`src/rtl/lsu_store_buffer.sv`:
```
// Load/store front end for data_memory: legality/alignment checks, a small
// store FIFO that drains when the port is free, and load stalls on overlap.
module lsu_store_buffer #(
  parameter int DEPTH = 4
) (
  input  logic                       clk,
  input  logic                       rst,
  input  logic                       req_valid,
  output logic                       req_ready,
  input  logic                       req_write,
  input  logic [31:0]                req_addr,
  input  logic [31:0]                req_wdata,
  input  logic [2:0]                 req_funct3,
  output logic                       rsp_valid,
  output logic [31:0]                rsp_rdata,
  output logic                       rsp_err,
  output logic                       MemRead,
  output logic                       MemWrite,
  output logic [31:0]                mem_addr,
  output logic [31:0]                mem_wdata,
  output logic [2:0]                 mem_funct3,
  input  logic [31:0]                mem_rdata,
  output logic [$clog2(DEPTH+1)-1:0] count,
  output logic                       empty
);
  localparam int CW = $clog2(DEPTH+1);
  localparam int PW = $clog2(DEPTH);

  typedef struct packed {
    logic [31:0] addr;
    logic [31:0] data;
    logic [2:0]  f3;
  } sb_entry_t;

  sb_entry_t         r_fifo [DEPTH];
  logic [PW-1:0]     r_head, r_tail;
  logic [CW-1:0]     r_count;
  logic              r_rsp_valid, r_rsp_err;
  logic [31:0]       r_rsp_rdata;

  logic              w_f3_ok, w_misal, w_err, w_full, w_hazard;
  logic              w_ready, w_accept, w_ld_blocked, w_drain, w_push, w_load;
  logic [DEPTH-1:0]  w_hit;

  always_comb begin
    w_f3_ok = req_write ? (req_funct3 inside {3'b000, 3'b001, 3'b010})
                        : (req_funct3 inside {3'b000, 3'b001, 3'b010, 3'b100, 3'b101});
    w_misal = (req_funct3[1:0] == 2'b01 && req_addr[0]) ||
              (req_funct3[1:0] == 2'b10 && req_addr[1:0] != 2'b00);
    w_err   = !w_f3_ok || w_misal;
  end

  assign w_full = (r_count == CW'(DEPTH));

  // Word-granular overlap against every live slot; slot is live if its
  // distance from head is below count.
  for (genvar gi = 0; gi < DEPTH; gi++) begin : g_haz
    logic [PW-1:0] w_off;
    assign w_off     = PW'(gi) - r_head;
    assign w_hit[gi] = (CW'(w_off) < r_count) &&
                       (r_fifo[gi].addr[31:2] == req_addr[31:2]);
  end
  assign w_hazard = |w_hit;

  always_comb begin
    w_ready = 1'b0;
    if (!rst) begin
      if (w_err)          w_ready = 1'b1;
      else if (req_write) w_ready = !w_full;
      else                w_ready = !w_hazard && !w_full;
    end
  end

  assign w_accept     = req_valid && w_ready;
  assign w_ld_blocked = req_valid && !w_err && !req_write && (w_hazard || w_full);
  assign w_drain      = !rst && (r_count != '0) && (!req_valid || w_full || w_ld_blocked);
  assign w_push       = w_accept && !w_err && req_write;
  assign w_load       = w_accept && !w_err && !req_write;

  always_comb begin
    MemRead    = 1'b0;
    MemWrite   = 1'b0;
    mem_addr   = '0;
    mem_wdata  = '0;
    mem_funct3 = '0;
    if (w_drain) begin
      MemWrite   = 1'b1;
      mem_addr   = r_fifo[r_head].addr;
      mem_wdata  = r_fifo[r_head].data;
      mem_funct3 = r_fifo[r_head].f3;
    end else if (w_load) begin
      MemRead    = 1'b1;
      mem_addr   = req_addr;
      mem_funct3 = req_funct3;
    end
  end

  always_ff @(posedge clk) begin
    if (rst) begin
      r_head      <= '0;
      r_tail      <= '0;
      r_count     <= '0;
      r_rsp_valid <= 1'b0;
      r_rsp_err   <= 1'b0;
      r_rsp_rdata <= '0;
    end else begin
      if (w_push)  r_tail <= r_tail + 1'b1;
      if (w_drain) r_head <= r_head + 1'b1;
      // push and drain are mutually exclusive: a push needs !full, a drain
      // alongside a valid store needs full
      if (w_push)       r_count <= r_count + 1'b1;
      else if (w_drain) r_count <= r_count - 1'b1;
      r_rsp_valid <= w_accept;
      r_rsp_err   <= w_accept && w_err;
      r_rsp_rdata <= w_load ? mem_rdata : '0;
    end
  end

  always_ff @(posedge clk) begin
    if (w_push) r_fifo[r_tail] <= '{addr: req_addr, data: req_wdata, f3: req_funct3};
  end

  assign req_ready = w_ready;
  assign rsp_valid = r_rsp_valid;
  assign rsp_err   = r_rsp_err;
  assign rsp_rdata = r_rsp_rdata;
  assign count     = r_count;
  assign empty     = (r_count == '0);

endmodule

```
`config.mk`:
```
export PLATFORM = sky130hd
export DESIGN_NAME = lsu_store_buffer
export DESIGN_NICKNAME = d
export VERILOG_FILES = /design/src/rtl/lsu_store_buffer.sv
export SDC_FILE = /design/constraint.sdc
export NUM_CORES = 1
export LEC_CHECK = 0
export CAP_MARGIN = 40
export CORE_AREA = 2 2 161 163
export DETAILED_ROUTE_END_ITERATION = 12
export DIE_AREA = 0 0 163 165
export HOLD_SLACK_MARGIN = 0.05
export PLACE_DENSITY = 0.83
export SYNTH_ARGS = -nofsm -noshare
export SYNTH_HDL_FRONTEND = slang
export SYNTH_SLANG_ARGS = --single-unit
```
`constraint.sdc`:
```
create_clock -name clk -period 4.8 [get_ports clk]
set_clock_uncertainty 0.2 [all_clocks]
set_input_delay 0.96 -clock clk [delete_from_list [all_inputs] [get_ports clk]]
set_output_delay 0.96 -clock clk [all_outputs]
set_load 0.05 [all_outputs]
```
==> results of run 1 <==
[cell usage in the layout, fill, tap and decap left out, types with 3 or more instances in the layout]
cell and n:
mux4_2 67, dlymetal6s2s_1 4, nand4_1 6, nor4_2 10, dfxtp_1 41, mux2i_1 5, clkinv_1 7, inv_1 6
clkdlybuf4s50_1 110, clkbuf_2 17, clkbuf_16 39, clkinv_2 5, and2_1 48, nor4_1 17, xor2_1 92, nand2b_1 4
edfxtp_1 268, nor2_1 8, ha_1 8, a22o_1 6, nand3_1 6, o211ai_1 3, a21oi_1 6, clkdlybuf4s15_1 3
a22o_4 29, nor3_1 7, buf_4 77, xor2_2 18, nor3_2 3, clkbuf_1 8, buf_6 11, dlygate4sd2_1 6
and2_4 21, nand2_1 6, xnor2_1 10, buf_12 77
[logic make-up (layout without fill, tap and decap cells)]
logic type	count (synthesis)	count (layout)	synth area share (%)
adders and majority gates	9	9	0.902
other	0	1	0
xor gates and xnor gates	122	122	8.03
DFF	311	311	66.9
and+or+nand+nor	140	140	6.29
AOI/OAI and AO/OA	54	54	3.41
muxes	73	73	11.8
buffers and inverters	71	384	2.67
[cell type report]
| class | count | area (sq um) | area share (%) |
|---|---|---|---|
| Clock buffer | 45 | 933 | 4.95 |
| Antenna cell | 1 | 2.50 | 0.0133 |
| Tap cell | 330 | 413 | 2.19 |
| Clock inverter | 15 | 87.6 | 0.465 |
| Timing Repair Buffer | 316 | 3820 | 20.2 |
| Multi-Input combinational cell | 398 | 4650 | 24.7 |
| Inverter | 8 | 30.0 | 0.159 |
| Sequential cell | 311 | 8920 | 47.3 |
[synthesized netlist by cell type]
master and n:
a2111oi_1 1, a2111oi_2 2, a211oi_1 1, a21oi_1 6, a221oi_1 1, a22o_1 35
a31oi_1 1, and2_1 69, and3_1 1, buf_2 36, buf_4 7, buf_6 2
clkbuf_1 16, clkbuf_2 2, dfxtp_1 43, edfxtp_1 268, fa_1 1, ha_1 8
inv_1 6, inv_2 2, mux2_2 1, mux2i_1 5, mux4_2 67, nand2_1 6
nand2b_1 4, nand3_1 6, nand4_1 6, nor2_1 8, nor3_1 10, nor4_1 27
nor4_4 1, o211ai_1 3, o21a_1 1, o21ai_0 1, o31ai_1 1, o41a_2 1
or2_2 1, or4_1 1, xnor2_1 10, xor2_1 112
[flip-flops by register name (all words and copies together) (netlist names), named ones only]
register   flops
count          3
r_tail         2
rsp_rdata     32
r_head         2
rsp_err        1
rsp_valid      1
r_fifo       268
[power groups by stage]
stage | clock network (uW) | registers [uW] | logic (uW)
2_1_floorplan | 0 | 3140 | 1890
3_3_place_gp | 0 | 3260 | 3170
3_5_place_dp | 0 | 3200 | 3280
4_1_cts | 2440 | 3140 | 3610
5_1_grt | 2530 | 3160 | 3840
6_report | 2400 | 3140 | 3700
[metal layers]
layer  track usage, %  wire length, um  vias to the layer above
met1             31.3            12900                     4140
met4             9.09             1260                        0
met2             42.0            17200                      422
met3             7.38             3170                       99
li1                 -                -                     3574
met5                0                0                        -
[final timing paths]
path,start,endpoint,slack [ps],cells past startpoint
setup / recovery,req_addr[30],mem_addr[27],-30,13
hold / removal,r_head[1],register,370,2
setup reg to reg,count[1],rsp_rdata[29],1470,12
hold reg to reg,r_head[1],register,370,2
[per-stage QoR]
step	power, uW	std cells	hold slack [ps]	setup slack (ps)
after global routing	9530	1423	404	-75.0
final	9240	1424	371	-26.0
after detailed placement	6480	1343	363	-246
after floorplan	5030	780	307	436
after global placement	6430	1342	341	-192
after CTS	9190	1411	370	-25.6
[critical path, delay by kind of cell]
family	cells	cell delay, ps
AO/OA/AOI/OAI	4	830
XOR/XNOR	1	190
buffers and inverters	6	1230
AND/OR/NAND/NOR	2	450
[repair_timing]
action | CTS | global route
buffers inserted | 12 | 7
endpoints found under the setup margin | 69 | 69
gates cloned | 3 | 5
resized for setup | 94 | 75
pin swaps | 20 | 18
hold buffers | 0 | 0
endpoints found under the hold margin | 0 | 0
==> flow_summary_export.csv, run 1 <==
group,metric,value,unit
global_routing,grt_pass1_vias,8507,
clock_tree,clkSinkCount,311,
global_routing,grt_max_degree,55,
timing,setup_violations,6,
die,dieArea,0.0269,sq mm
run,maxCapViolations,0,
synth,yosys.area.top_type,"edfxtp_1",
timing,tightest_slew,634,ps
place,dpl_cell_area,0.0170,sq mm
die,core,0.0250,sq mm
outcome,status,"complete, but fails checks",
route,drt-total-wl,34500,um
global_routing,antenna_found_initial,2,
synth,synthTopCellsByArea,"edfxtp_1 60%, mux4_2 11%, xor2_1 7.4%",
finish,layout.nets,1181,
timing,fmax,0.207,GHz
pwr,switching_share,32.8,%
pwr,combPwrFrac,40.1,%
synth,yosysSeqAreaShare,66.9,%
setup_path,critPathMaxStageDelay,470,ps
pwr,leakage,0.00670,uW
die,std_cell_rows,58,
global_routing,grt.total_usage,25.1,%
timing,worst_slack,-26.0,ps
clock_tree,worstSkewPairLatency,520,ps
setup_path,cp_slowest_cell,"o41a_4",
global_routing,grt_pass1_wl,49700,um
pwr,power_switching,3030,uW
pwr,ir_worst_vdd,0.461,mV
timing,hold_viol,0,
clock_tree,htreeDepth,2,
route,drt-pass1-iter-count,7,
place,gp_congestion,0.863,
outcome,failed_checks,"negative setup slack",
timing,relSlewSlack,57.3,%
timing,setup_tns,-58.2,ps
die,die_x,163,um
finish,utilization,75.3,%
setup_path,worstPathCellList,"dlygate4sd2_1, buf_4, xor2_2, a21oi_1, nand3_1, a2111oi_4, o41a_4, buf_4, nor4_4, buf_6, buf_12, a22o_1, buf_12",
pwr,p_int,6210,uW
setup_path,worstSetupPathType,"input pin to output port",
synth,synth_top_area_share,60.4,%
finish,drive_gt1_share,36.6,%
synth,synth_area_per_cell,17.1,sq um
route,dr.first_iter.drc_count,576,
clock_tree,numCtsBuffers,34,
finish,syn2layout_area_growth,41.6,%
route,wl_per_cell,24.3,um
min_path,hold_class,"register to register",
place,portBuffers,210,
synth,syn_nets,892,
route,vias,8235,
finish,nFillCells,1408,
route,vias_per_cell,5.78,
timing,report.final.slew_viol_count,0,
setup_path,end_kind,"output port",
global_routing,overflow,0,
finish,finalInstanceArea,0.0189,sq mm
setup_path,worst_setup_path_start_kind,"input pin",
setup_path,required,3640,ps
synth,synth_cells,780,
synth,ys_seq_elements,311,
die,die_h,165,um
timing,min_period,4830,ps
synth,yosys_warnings,0,
pwr,power.density,490,mW/mm^2
clock_tree,cts_tree,"done",
pwr,seqPwrFrac,34.0,%
synth,synth_area,0.0133,sq mm
synth,synth_cell_types,40,
die,num_io_pins,211,
clock_tree,path_clk_slew,50,ps
setup_path,crit_fanout,7,
route,drc,0,
place,dp.final_hpwl,21400,um
route,ant_nets,0,
timing,post-route-period-util,101,%
pwr,clkPwrFrac,26.0,%
setup_path,critPathArrivalTime,3670,ps
clock_tree,cts-root-buf,"clkbuf_16",
clock_tree,clockBufferDepth,3,
die,initial_core_util,53.2,%
Note: power is estimated with default switching activity, not from simulation.
==> inputs of run 2 (changes only) <==
- CORE_AREA: 2 2 161 163 -> 2 2 155 157
- DIE_AREA: 0 0 163 165 -> 0 0 157 159
- PLACE_DENSITY: 0.83 -> 0.88
- SKIP_CTS_REPAIR_TIMING: default -> 1
- clock period: 4.8 -> 5.6 ns (I/O delays scaled with it)
==> run 2 against run 1 <==
The flow now finishes without violations; total power decreased by 16%; setup slack improved by 140 ps; global-route usage is 0.13 points lower; via count shrank 4.2%; cell count fell by 5.3%; count of clock-buffer cells in the layout unchanged; sequential share of layout area up 2.9 points.
==> flow_summary_export.csv, run 2 (same netlist as run 1, synthesis figures left out) <==
group,metric,value,unit
outcome,status,"finished clean",
die,initial_core_util,57.4,%
route,dr.first_iter.drc_count,613,
clock_tree,numCtsBuffers,34,
setup_path,cp_slowest_cell,"clkdlybuf4s50_1",
die,die_h,159,um
clock_tree,worstSkewPairLatency,510,ps
run,maxCapViolations,0,
min_path,hold_class,"register to register",
clock_tree,htreeDepth,2,
pwr,leakage,0.00611,uW
place,dp.final_hpwl,20700,um
finish,seqCellArea,0.00892,sq mm
setup_path,worst_path_dominant_cell_family,"buffers and inverters",
setup_path,required,4280,ps
setup_path,end_kind,"output port",
global_routing,grt_pass1_vias,8225,
setup_path,worst_setup_path_start_kind,"input pin",
setup_path,r2r_cells,10,
timing,setup_violations,0,
route,vias_per_cell,5.85,
route,wl_met2,15100,um
timing,fmax,0.182,GHz
setup_path,r2r-start,"count[1]",
finish,regMostFlops,"r_fifo",
clock_tree,cts_tree,"done",
global_routing,grt_pass1_wl,47100,um
timing,post-route-period-util,98.0,%
route,ant_nets,0,
die,dieArea,0.0250,sq mm
timing,min_period,5490,ps
route,vias,7887,
finish,syn2layout_area_growth,33.4,%
route,met3_length,2830,um
setup_path,critPathMaxStageDelay,620,ps
timing,report.final.slew_viol_count,0,
finish,final_cells,1348,
global_routing,grt_max_degree,55,
finish,drive_gt1_share,23.2,%
clock_tree,cts-root-buf,"clkbuf_16",
clock_tree,path_clk_slew,60,ps
finish,largest_register_ffs,268,
setup_path,worstSetupPathType,"input pin to output port",
place,gp_congestion,0.868,
clock_tree,clkSinkCount,311,
route,drt-total-wl,30800,um
timing,hold_viol,0,
die,num_io_pins,211,
die,die_x,157,um
min_path,worstHoldStart,"r_head[0]",
setup_path,cp_common_cell,"buf_12",
timing,whs,374,ps
global_routing,grt.total_usage,24.9,%
setup_path,worstPathCellList,"clkdlybuf4s50_1, xor2_1, nor4_1, nand4_1, nor3_1, o41a_2, o21a_2, buf_12, a22o_1, buf_12",
global_routing,antenna_found_initial,3,
setup_path,path_depth,10,
finish,multi_input_area,0.00407,sq mm
finish,layout_commonest_cell,"edfxtp_1",
pwr,power.density,435,mW/mm^2
route,wl_per_cell,22.8,um
finish,nFillCells,1298,
pwr,ir_worst_vdd,0.378,mV
timing,tightest_slew,621,ps
route,drt-pass1-iter-count,5,
global_routing,overflow,0,
route,met1_length,12100,um
place,place_inst,1285,
place,portBuffers,210,
timing,relSlewSlack,58.6,%
clock_tree,clockBufferDepth,3,
finish,final_cell_mix,"268 x edfxtp_1, 135 x clkdlybuf4s50_1, 112 x xor2_1, 76 x buf_12, 67 x mux4_2",
die,std_cell_rows,56,
timing,setup_tns,0,ps
die,core,0.0232,sq mm
route,drc,0,
setup_path,cp-endpoint,"mem_addr[25]",
setup_path,ff2ff_setup_slack,2430,ps
setup_path,critPathArrivalTime,4170,ps
finish,layout.nets,1114,
route,highest_layer,"met4",
setup_path,critPathLaunch,"req_addr[26]",
setup_path,critPathBufInv,3,
setup_path,crit_fanout,24,
## run 2: worst min-delay path by stage
stage           endpoint  slack (ps)  cells after the start
2_1_floorplan   register         310                      1
3_3_place_gp   r_head[0]         340                      1
3_5_place_dp    register         340                      1
4_1_cts        r_head[0]         370                      1
5_1_grt         register         420                      1
6_report       r_head[0]         370                      1
## run 2: where the power goes
group          total (uW)  leakage (uW)  internal, uW  switching [uW]
combinational        2860       0.00281          1360            1500
sequential           2650       0.00276          2560            86.7
clock                2230      0.000538          1380             848
total                7730       0.00611          5300            2430
## run 2: layout make-up
cell class / count / share of cell area [%]
flip-flops and latches: 311 / 50.2
multi-input cells: 398 / 22.9
repair buffers: 249 / 18.1
clock buffers: 45 / 5.14
well taps: 319 / 2.25
clock inverters: 15 / 1.13
inverters: 8 / 0.169
diodes: 3 / 0.0423
## run 2: routing by layer
metal | track usage, % | up-vias
met2 | 40.8 | 422
met4 | 6.96 | 0
met1 | 33.6 | 3957
li1 | - | 3445
met3 | 6.31 | 63
met5 | 0 | -
## run 2: worst reg2reg max path, stage by stage (launching register included)
cell       delay [ps]
dfxtp_1           480
inv_1             190
ha_1              240
a21oi_1           220
nand3_1           160
a2111oi_2         430
o41a_2            320
o21a_2            270
buf_4             240
buf_4             160
mux2i_1           180
## run 2: metrics by stage
stage | total power (uW) | util [%] | area [sq um] | setup slack (ps)
3_3_place_gp | 5490 | 71.4 | 16600 | 96.7
3_5_place_dp | 5550 | 71.6 | 16600 | 70.8
4_1_cts | 7780 | 76.4 | 17700 | -4.91
6_report | 7730 | 76.6 | 17800 | 111
2_1_floorplan | 4310 | - | 13300 | 949
5_1_grt | 7990 | 76.5 | 17800 | -20.7
==> inputs of run 3 (changes only) <==
- CORE_AREA: 2 2 155 157 -> 2 2 192 147
- DIE_AREA: 0 0 157 159 -> 0 0 194 149
- PLACE_DENSITY: 0.88 -> 0.78
==> run 3 against run 2 <==
Die area increased by 16%; highest routed layer is now met5; critical path type unchanged; critical endpoint is now mem_wdata[29]; sequential power increased by 2%; final area increased by 2.0%; critical path depth increased by 3; sequential cell count unchanged; sequential share of layout area decreased by 0.98 points; total power decreased by 0.36%; largest cell class unchanged; non-clock buffer count increased by 36; count of clock-buffer cells in the layout increased by 4; register-to-register slack got worse by 50 ps; worst hold slack got worse by 7.2 ps; first-iteration DRC count decreased by 6.0%.
==> flow_summary_export.csv, run 3 (same netlist as run 1, synthesis figures left out) <==
group,metric,value,unit
timing,fmax,0.181,GHz
timing,whs,367,ps
timing,relSlewSlack,44.4,%
clock_tree,cts-root-buf,"clkbuf_16",
die,std_cell_rows,53,
timing,rsz0062_at_grt,"no",
pwr,power.density,425,mW/mm^2
finish,drive_gt1_share,26.5,%
setup_path,critPathArrivalTime,4210,ps
route,vias,7826,
setup_path,critPathLaunch,"req_addr[16]",
clock_tree,worstSkewPairLatency,510,ps
outcome,status,"finished clean",
finish,layout.nets,1150,
clock_tree,path_clk_slew,60,ps
timing,tightest_slew,827,ps
finish,utilization,66.3,%
setup_path,worstSetupPathType,"input pin to output port",
die,core,0.0273,sq mm
timing,min_period,5530,ps
setup_path,r2r-start,"count[1]",
route,vias_per_cell,5.52,
place,portBuffers,210,
die,num_io_pins,211,
route,drc,0,
clock_tree,numCtsBuffers,34,
clock_tree,htreeDepth,2,
pwr,ir_worst_vdd,0.395,mV
place,gp_congestion,0.860,
die,die_x,194,um
timing,hold_viol,0,
route,dr.first_iter.drc_count,576,
pwr,total_power,7710,uW
pwr,leakage,0.00625,uW
finish,largest_register_ffs,268,
setup_path,end_kind,"output port",
setup_path,crit_fanout,25,
place,dp.final_hpwl,21700,um
clock_tree,clkSinkCount,311,
finish,finalInstanceArea,0.0181,sq mm
clock_tree,cts_tree,"done",
finish,final_cell_mix,"268 x edfxtp_1, 140 x clkdlybuf4s50_1, 112 x xor2_1, 78 x buf_12, 67 x mux4_2",
route,drt-pass1-iter-count,5,
global_routing,grt.total_usage,22.2,%
clock_tree,clockBufferDepth,3,
timing,report.final.slew_viol_count,0,
finish,syn2layout_area_growth,36.0,%
global_routing,grt_max_degree,55,
min_path,worstHoldStart,"r_tail[1]",
global_routing,overflow,0,
die,dieArea,0.0289,sq mm
route,wl_per_cell,22.9,um
global_routing,grt_pass1_wl,48200,um
place,dpl_cell_area,0.0169,sq mm
route,drt-total-wl,32400,um
timing,post-route-period-util,98.7,%
setup_path,required,4280,ps
global_routing,antenna_found_initial,1,
min_path,hold_class,"register to register",
route,ant_nets,0,
finish,layout_commonest_cell,"edfxtp_1",
global_routing,grt_pass1_vias,8053,
finish,regMostFlops,"r_fifo",
die,die_h,149,um
finish,antenna_cells,0,
setup_path,worst_setup_path_start_kind,"input pin",
run,maxCapViolations,0,
timing,setup_violations,0,
die,initial_core_util,48.7,%
[run 3: cell count changes in the layout (fill, tap and decap cells not counted), sizes merged]
| cell | before | now |
|---|---|---|
| buf | 109 | 144 |
| diode | 3 | 0 |
| clkinv | 8 | 7 |
| bufinv | 5 | 2 |
| clkinvlp | 1 | 0 |
| clkdlybuf4s50 | 135 | 140 |
| dlymetal6s2s | 5 | 0 |
| clkbuf | 45 | 50 |
[run 3: layer usage]
metal | routed length (um) | GRT usage, % | up-vias
li1 | - | - | 3514
met1 | 13900 | 31.3 | 3942
met2 | 15300 | 34.6 | 326
met3 | 2610 | 5.97 | 42
met4 | 613 | 6.02 | 2
met5 | 10 | 0 | -
[run 3: worst paths after layout]
path	slack [ps]	cells past startpoint	end
worst max register to register	2380	11	rsp_rdata[4]
worst min-delay path	370	2	r_tail[1]
worst max-delay path	70	13	mem_wdata[29]
worst min register to register	370	2	r_tail[1]
[run 3: area by class of cell]
type | instances | area [sq um]
inverters | 8 | 30.0
clock buffers | 49 | 983
well taps | 357 | 447
clock inverters | 10 | 98.8
fillers | 1875 | 9210
flip-flops and latches | 311 | 8920
repair buffers | 285 | 3510
multi-input cells | 398 | 4130
[run 3: worst max-delay path, cell delays in order]
cell             delay (ps)
clkdlybuf4s50_1         410
buf_4                   180
xor2_1                  190
buf_4                   160
nor4_2                  350
nand4_1                 210
a2111oi_4               370
o41a_2                  220
buf_4                   140
o21a_4                  220
buf_12                  200
and2_1                  250
buf_12                  160
[run 3: metrics by stage]
stage	std cells	TNS, ps	setup WS, ps
after detailed placement	1358	0	17.0
after global routing	1418	0	16.1
after CTS	1417	-17.3	-17.3
after global placement	1355	-6680	-231
final	1418	0	72.2
after floorplan	780	0	949
[run 3: power by group]
group,switching [uW],internal [uW],leakage (uW),total [uW]
logic,1460,1380,0.00296,2840
registers,138,2560,0.00276,2700
clock network,855,1310,0.000531,2170
